<file path="config.mk">
export PLATFORM = sky130hd
export DESIGN_NAME = dmem_requester_flat
export DESIGN_NICKNAME = d
export VERILOG_FILES = /design/src/rtl/y86_pkg.sv /design/src/rtl/dmem_requester_if.sv /design/src/rtl/dmem_op_decode.sv /design/src/rtl/dmem_requester.sv /design/src/flat_wrapper.sv
export SDC_FILE = /design/constraint.sdc
export NUM_CORES = 1
export LEC_CHECK = 0
export CAP_MARGIN = 5
export CORE_AREA = 2 2 180 182
export CTS_CLUSTER_DIAMETER = 120
export DETAILED_ROUTE_END_ITERATION = 12
export DIE_AREA = 0 0 182 184
export DONT_BUFFER_PORTS = 1
export PLACE_DENSITY = 0.43
export SETUP_SLACK_MARGIN = 0.4
export SYNTH_ARGS = -nofsm -noshare
export SYNTH_HDL_FRONTEND = slang
export SYNTH_SLANG_ARGS = --single-unit
</file>
<file path="constraint.sdc">
create_clock -name clk -period 3.25 [get_ports clk]
set_input_delay 0.325 -clock clk [delete_from_list [all_inputs] [get_ports clk]]
set_output_delay 0.325 -clock clk [all_outputs]
set_load 0.03 [all_outputs]
</file>
<file path="src/rtl/y86_pkg.sv">
// y86_pkg: shared Y86-64 definitions for the memory-stage requester.
//   - icode constants IHALT..IPOPQ
//   - mem_op_e: kind of data-memory access an instruction needs
//   - dmem_state_e: requester FSM states
package y86_pkg;

  localparam logic [3:0] IHALT   = 4'h0;
  localparam logic [3:0] INOP    = 4'h1;
  localparam logic [3:0] IRRMOVQ = 4'h2;
  localparam logic [3:0] IIRMOVQ = 4'h3;
  localparam logic [3:0] IRMMOVQ = 4'h4;
  localparam logic [3:0] IMRMOVQ = 4'h5;
  localparam logic [3:0] IOPQ    = 4'h6;
  localparam logic [3:0] IJXX    = 4'h7;
  localparam logic [3:0] ICALL   = 4'h8;
  localparam logic [3:0] IRET    = 4'h9;
  localparam logic [3:0] IPUSHQ  = 4'hA;
  localparam logic [3:0] IPOPQ   = 4'hB;

  typedef enum logic [1:0] {
    OP_NONE  = 2'd0,
    OP_READ  = 2'd1,
    OP_WRITE = 2'd2
  } mem_op_e;

  typedef enum logic [1:0] {
    IDLE = 2'd0,
    REQ  = 2'd1,
    WAIT = 2'd2,
    RESP = 2'd3
  } dmem_state_e;

endpackage

</file>
<file path="src/rtl/dmem_requester_if.sv">
// dmem_requester_if: valid/ready request channel between the memory-stage
// requester (master) and the multi-cycle data-memory responder (slave).
//   mem_req    master->slave  request valid
//   mem_ready  slave->master  request accepted
//   mem_we     master->slave  1 = write, 0 = read
//   mem_addr   master->slave  64-bit word address
//   mem_wdata  master->slave  64-bit write data
//   mem_rvalid slave->master  read data valid
//   mem_rdata  slave->master  64-bit read data
interface dmem_requester_if;
  logic        mem_req;
  logic        mem_ready;
  logic        mem_we;
  logic [63:0] mem_addr;
  logic [63:0] mem_wdata;
  logic        mem_rvalid;
  logic [63:0] mem_rdata;

  modport master (
    output mem_req, mem_we, mem_addr, mem_wdata,
    input  mem_ready, mem_rvalid, mem_rdata
  );

  modport slave (
    input  mem_req, mem_we, mem_addr, mem_wdata,
    output mem_ready, mem_rvalid, mem_rdata
  );
endinterface

</file>
<file path="src/rtl/dmem_op_decode.sv">
// dmem_op_decode: purely combinational map from memory-stage operands to
// the access to perform.
//   i_icode           instruction code
//   i_valA/E/P        memory-stage operands
//   o_op              OP_NONE / OP_READ / OP_WRITE
//   o_addr, o_wdata   access address and write data
module dmem_op_decode
  import y86_pkg::*;
(
  input  logic [3:0]  i_icode,
  input  logic [63:0] i_valA,
  input  logic [63:0] i_valE,
  input  logic [63:0] i_valP,
  output mem_op_e     o_op,
  output logic [63:0] o_addr,
  output logic [63:0] o_wdata
);

  always_comb begin
    o_op    = OP_NONE;
    o_addr  = i_valE;
    o_wdata = i_valA;
    case (i_icode)
      IMRMOVQ: o_op = OP_READ;
      IRET, IPOPQ: begin
        // stack pops read from the old %rsp carried in valA
        o_op   = OP_READ;
        o_addr = i_valA;
      end
      IRMMOVQ, IPUSHQ: o_op = OP_WRITE;
      ICALL: begin
        // call pushes the return address
        o_op    = OP_WRITE;
        o_wdata = i_valP;
      end
      default: o_op = OP_NONE;
    endcase
  end

endmodule

</file>
<file path="src/rtl/dmem_requester.sv">
// dmem_requester: memory-stage initiator for the Y86-64 data memory.
// Accepts operands when idle, issues at most one request on the mem
// channel, waits for read data, and returns valM / dmem_error with a
// one-cycle done pulse. stall holds upstream stages while busy.
//   clk, rst_n        clock, async active-low reset
//   in_valid/in_ready operand handshake (in_ready = idle)
//   stall             ~in_ready
//   icode, valA/E/P   memory-stage operands
//   done              one-cycle result strobe
//   valM, dmem_error  result, held until the next acceptance
//   mem               master side of the data-memory channel
//
// state | meaning
// IDLE  | waiting for operands
// REQ   | mem_req high, waiting for mem_ready
// WAIT  | read accepted, waiting for mem_rvalid
// RESP  | done high for one cycle
module dmem_requester
  import y86_pkg::*;
#(
  parameter logic [63:0] ADDR_LIMIT = 64'd8192,
  parameter int unsigned TIMEOUT    = 255
) (
  input  logic              clk,
  input  logic              rst_n,
  input  logic              in_valid,
  output logic              in_ready,
  output logic              stall,
  input  logic [3:0]        icode,
  input  logic [63:0]       valA,
  input  logic [63:0]       valE,
  input  logic [63:0]       valP,
  output logic              done,
  output logic [63:0]       valM,
  output logic              dmem_error,
  dmem_requester_if.master  mem
);

  localparam int unsigned    CW       = $clog2(TIMEOUT + 1);
  localparam logic [CW-1:0]  CNT_LAST = CW'(TIMEOUT - 1);
  localparam logic [CW-1:0]  CNT_ONE  = CW'(1);

  mem_op_e     w_op;
  logic [63:0] w_addr;
  logic [63:0] w_wdata;
  logic        w_oob;

  dmem_state_e r_state;
  logic [CW-1:0] r_cnt;
  logic        r_mem_req;
  logic        r_we;
  logic [63:0] r_addr;
  logic [63:0] r_wdata;
  logic        r_done;
  logic [63:0] r_valm;
  logic        r_err;

  dmem_op_decode u_decode (
    .i_icode (icode),
    .i_valA  (valA),
    .i_valE  (valE),
    .i_valP  (valP),
    .o_op    (w_op),
    .o_addr  (w_addr),
    .o_wdata (w_wdata)
  );

  assign w_oob = (w_addr >= ADDR_LIMIT);

  always_ff @(posedge clk or negedge rst_n) begin
    if (!rst_n) begin
      r_state   <= IDLE;
      r_cnt     <= '0;
      r_mem_req <= 1'b0;
      r_we      <= 1'b0;
      r_addr    <= '0;
      r_wdata   <= '0;
      r_done    <= 1'b0;
      r_valm    <= '0;
      r_err     <= 1'b0;
    end else begin
      r_done <= 1'b0;
      case (r_state)
        IDLE: begin
          if (in_valid) begin
            r_we    <= (w_op == OP_WRITE);
            r_addr  <= w_addr;
            r_wdata <= w_wdata;
            r_valm  <= '0;
            r_cnt   <= '0;
            if (w_op == OP_NONE) begin
              r_err   <= 1'b0;
              r_done  <= 1'b1;
              r_state <= RESP;
            end else if (w_oob) begin
              // bad address never reaches the responder
              r_err   <= 1'b1;
              r_done  <= 1'b1;
              r_state <= RESP;
            end else begin
              r_err     <= 1'b0;
              r_mem_req <= 1'b1;
              r_state   <= REQ;
            end
          end
        end
        REQ: begin
          r_cnt <= r_cnt + CNT_ONE;
          // handshake is checked first so it beats a same-cycle timeout
          if (mem.mem_ready) begin
            r_mem_req <= 1'b0;
            if (r_we) begin
              r_done  <= 1'b1;
              r_state <= RESP;
            end else begin
              r_state <= WAIT;
            end
          end else if (r_cnt == CNT_LAST) begin
            r_mem_req <= 1'b0;
            r_err     <= 1'b1;
            r_done    <= 1'b1;
            r_state   <= RESP;
          end
        end
        WAIT: begin
          r_cnt <= r_cnt + CNT_ONE;
          if (mem.mem_rvalid) begin
            r_valm  <= mem.mem_rdata;
            r_done  <= 1'b1;
            r_state <= RESP;
          end else if (r_cnt == CNT_LAST) begin
            r_err   <= 1'b1;
            r_done  <= 1'b1;
            r_state <= RESP;
          end
        end
        RESP: r_state <= IDLE;
        default: r_state <= IDLE;
      endcase
    end
  end

  assign in_ready      = (r_state == IDLE);
  assign stall         = ~in_ready;
  assign done          = r_done;
  assign valM          = r_valm;
  assign dmem_error    = r_err;
  assign mem.mem_req   = r_mem_req;
  assign mem.mem_we    = r_we;
  assign mem.mem_addr  = r_addr;
  assign mem.mem_wdata = r_wdata;

endmodule

</file>
<file path="src/flat_wrapper.sv">
// flat-port wrapper written by rule: the top's interface ports become plain ports
module dmem_requester_flat import y86_pkg::*;
#(
  parameter logic [63:0] ADDR_LIMIT = 64'd8192,
  parameter int unsigned TIMEOUT    = 255
)
  (clk, rst_n, in_valid, in_ready, stall, icode, valA, valE, valP, done, valM, dmem_error, mem_mem_req, mem_mem_we, mem_mem_addr, mem_mem_wdata, mem_mem_ready, mem_mem_rvalid, mem_mem_rdata);
  dmem_requester_if mem_i ();
  input  logic clk;
  input  logic rst_n;
  input  logic in_valid;
  output logic in_ready;
  output logic stall;
  input  logic [3:0] icode;
  input  logic [63:0] valA;
  input  logic [63:0] valE;
  input  logic [63:0] valP;
  output logic done;
  output logic [63:0] valM;
  output logic dmem_error;
  output wire logic [$bits(mem_i.mem_req)-1:0] mem_mem_req;
  output wire logic [$bits(mem_i.mem_we)-1:0] mem_mem_we;
  output wire logic [$bits(mem_i.mem_addr)-1:0] mem_mem_addr;
  output wire logic [$bits(mem_i.mem_wdata)-1:0] mem_mem_wdata;
  input wire logic [$bits(mem_i.mem_ready)-1:0] mem_mem_ready;
  input wire logic [$bits(mem_i.mem_rvalid)-1:0] mem_mem_rvalid;
  input wire logic [$bits(mem_i.mem_rdata)-1:0] mem_mem_rdata;
  assign mem_mem_req = mem_i.mem_req;
  assign mem_mem_we = mem_i.mem_we;
  assign mem_mem_addr = mem_i.mem_addr;
  assign mem_mem_wdata = mem_i.mem_wdata;
  assign mem_i.mem_ready = mem_mem_ready;
  assign mem_i.mem_rvalid = mem_mem_rvalid;
  assign mem_i.mem_rdata = mem_mem_rdata;
  dmem_requester #(.ADDR_LIMIT(ADDR_LIMIT), .TIMEOUT(TIMEOUT)) u_core (.clk(clk), .rst_n(rst_n), .in_valid(in_valid), .in_ready(in_ready), .stall(stall), .icode(icode), .valA(valA), .valE(valE), .valP(valP), .done(done), .valM(valM), .dmem_error(dmem_error), .mem(mem_i));
endmodule
</file>
==> metrics <==
clk buf depth 3; sequence of cells on the critical path inv_1, ha_1, nand2b_1, nand2b_1, a221oi_2, dlygate4sd3_1, o21ai_0, a32oi_1; Yosys cell types 38; yosys warns 0; Hold WC Path Type in -> async; Cell Area, Synth 9470 um^2; post-layout util 40.8%; # H-tree levels 1; status finished, violations left; Crit. End Element register; initial antenna violation count 2; CTS Buf Count 25; Initial Util 30.2%; std cell rows 65; Hold Fails Final Rpt 206; maximum VDD drop 0.000450 V; Power Total 0.0118 W; vias 7905; pwr dens 923 nW/um^2; worst path bufs/invs 2; GP Congestion 0.800; Worst-path clk slew 60 ps; post-synthesis sequential area ratio 54.4%; Max Cap Violations 0; vias per inst 4.98; hold slack final -513 ps; HPWL after DPL 24300 um; dominant cell type by area after synthesis dfrtp_1; vias in the first global route 8352; most used cell, CP nand2b_1; ANT nets after route 0; DRT Wirelength 35800 um; slowest stage delay, CP 590 ps; share of cells above drive strength 1 5.84%; worst slew pin tran 976 ps; Synth area leaders dfrtp_1, mux2i_1, nand2_1; RSZ-0062 raised after global routing false; top-area cell type share of the netlist area 54.4%; Port Buf Inserts 0; postcts setup bufs 0; first-pass GRT wire length 52700 um; core area 31400 um^2; DRT iter0 DRCs 409; Worst slew margin 34.4%; Synth Instances 971; ys async rst share 100%; Max Freq 384 MHz; Synth Net Count 1242; hold buffer count at cts 214; WS Path Type reg -> reg; Worst setup SP type register; boundary pin count 463; DR DRC count 0; Layout area overhead 35.2%; cell area after layout 12800 um^2; GRT Total Usage 20.7%; Clock Sinks 206; required time of the critical path 3650 ps; Tmin final 2600 ps; fin crit share 80.1%; DRT Pass-1 Iters 5; Finish-stage setup viols 0; Congestion Overflow GR 0; post-CTS sizing 0; number of synthesized flops with an enable pin 0; Crit-path slowest cell ha_1; Final Slew Violations 0; fillers 3121; largest net degree at the start of global routing 207; clk_lat worst skew 530 ps; WL/cell 22.6 um; die height 184 um; failing checks negative hold slack; Syn Area/Cell 9.76 um^2; Seq cells post-synth 206; Max FO, Critical Path 9; Die Wd 182 um; Setup Skew 17.1 ps; Top FF cell, synth dfrtp_1; nets@finish 1436; total negative setup slack 0 ps; Arr. time, crit path 3010 ps; dominant delay contributor by cell family on the critical path buffers and inverters; leak pwr 6.03 nW; TritonCTS clock tree yes; die area 33500 um^2; area post-placement 9840 um^2; clk root buf clkbuf_16
==> final timing paths <==
kind	startpoint	endpoint	slack, ps	depth (start not counted)
max	u_core.r_state[0]	u_core.dmem_error	650	8
min	rst_n	u_core.mem.mem_wdata[9]	-510	0
max in group asynchronous	rst_n	u_core.valM[45]	3380	0
max reg2reg	u_core.r_state[0]	u_core.dmem_error	650	8
min in group clk	valE[9]	u_core.mem.mem_addr[9]	10	2
min reg2reg	u_core.r_cnt[3]	u_core.r_cnt[3]	510	1
==> kinds of logic after synthesis <==
kind of cell,synth area share [%]
buffers and inverters,4.04
XOR/XNOR,0.185
flip-flops,54.4
adder cells (fa/ha/maj),0.792
AO/OA/AOI/OAI,8.81
AND/OR/NAND/NOR,18.2
multiplexers,13.5
==> layout make-up <==
class	count	area, um^2	share of cell area [%]
clock buffer	35	723	5.65
clock inverter	9	104	0.811
sequential	206	5150	40.2
antenna	2	5.00	0.0391
multi-input combinational	694	3950	30.9
inverter	8	30.0	0.234
tap	402	503	3.93
timing repair buffer	230	2340	18.2
==> cell usage in the layout (no fill, tap or decap), types with 2 or more instances in the layout <==
master and n:
nand4_1 5, clkinv_2 4, dfrtp_1 206, inv_1 7, buf_12 6, nand2b_1 4
nor3_2 3, nor2_1 11, clkbuf_1 4, clkbuf_16 25, nand2_1 273, buf_4 10
diode_2 2, o31ai_1 4, o21ai_1 20, bufinv_16 2, clkbuf_8 6, ha_1 5
a32oi_1 2, o21ai_0 120, dlygate4sd3_1 214, nor3_1 3, nor4_1 24, mux2i_1 128
a21oi_1 2, nand3_1 71, clkinvlp_4 2
==> cells in the mapped netlist (all sizes together), types with 4 or more instances <==
cell    number
o21ai      141
nand2      275
clkbuf      28
nand3       72
nand2b       4
nor4        25
nor2        11
inv          8
buf         35
nand4        5
o31ai        4
dfrtp      206
nor3         6
ha           6
mux2i      128
==> report_power, final <==
part / total (W) / internal [W] / switching, W / leakage [nW]
clock network: 0.00283 / 0.00170 / 0.00112 / 0.405
registers: 0.00634 / 0.00355 / 0.00279 / 2.64
logic: 0.00266 / 0.000992 / 0.00167 / 2.98
total: 0.0118 / 0.00624 / 0.00558 / 6.03
==> registers in the layout, summed over array words and instances, names as in the netlist <==
name and cells:
u_core.r_cnt 8, u_core.mem.mem_req 1, u_core.mem.mem_wdata 64, u_core.valM 64, u_core.mem.mem_we 1, u_core.dmem_error 1
u_core.done 1, u_core.mem.mem_addr 64, u_core.r_state 2
==> layer usage <==
metal / up-vias / GRT usage (%) / part of all wire, %
li1: 3724 / - / -
met1: 3783 / 24.9 / 39
met2: 314 / 34.4 / 48
met3: 82 / 7.13 / 8.5
met4: 2 / 7.65 / 3.9
met5: - / 0 / 0.036
==> stage by stage <==
step / instances / worst slack (ps)
3_3_place_gp: 1326 / 890
6_report: 1586 / 647
5_1_grt: 1584 / 408
3_5_place_dp: 1326 / 842
4_1_cts: 1584 / 613
2_1_floorplan: 971 / 1310
Note: power is estimated with default switching activity, not from simulation.
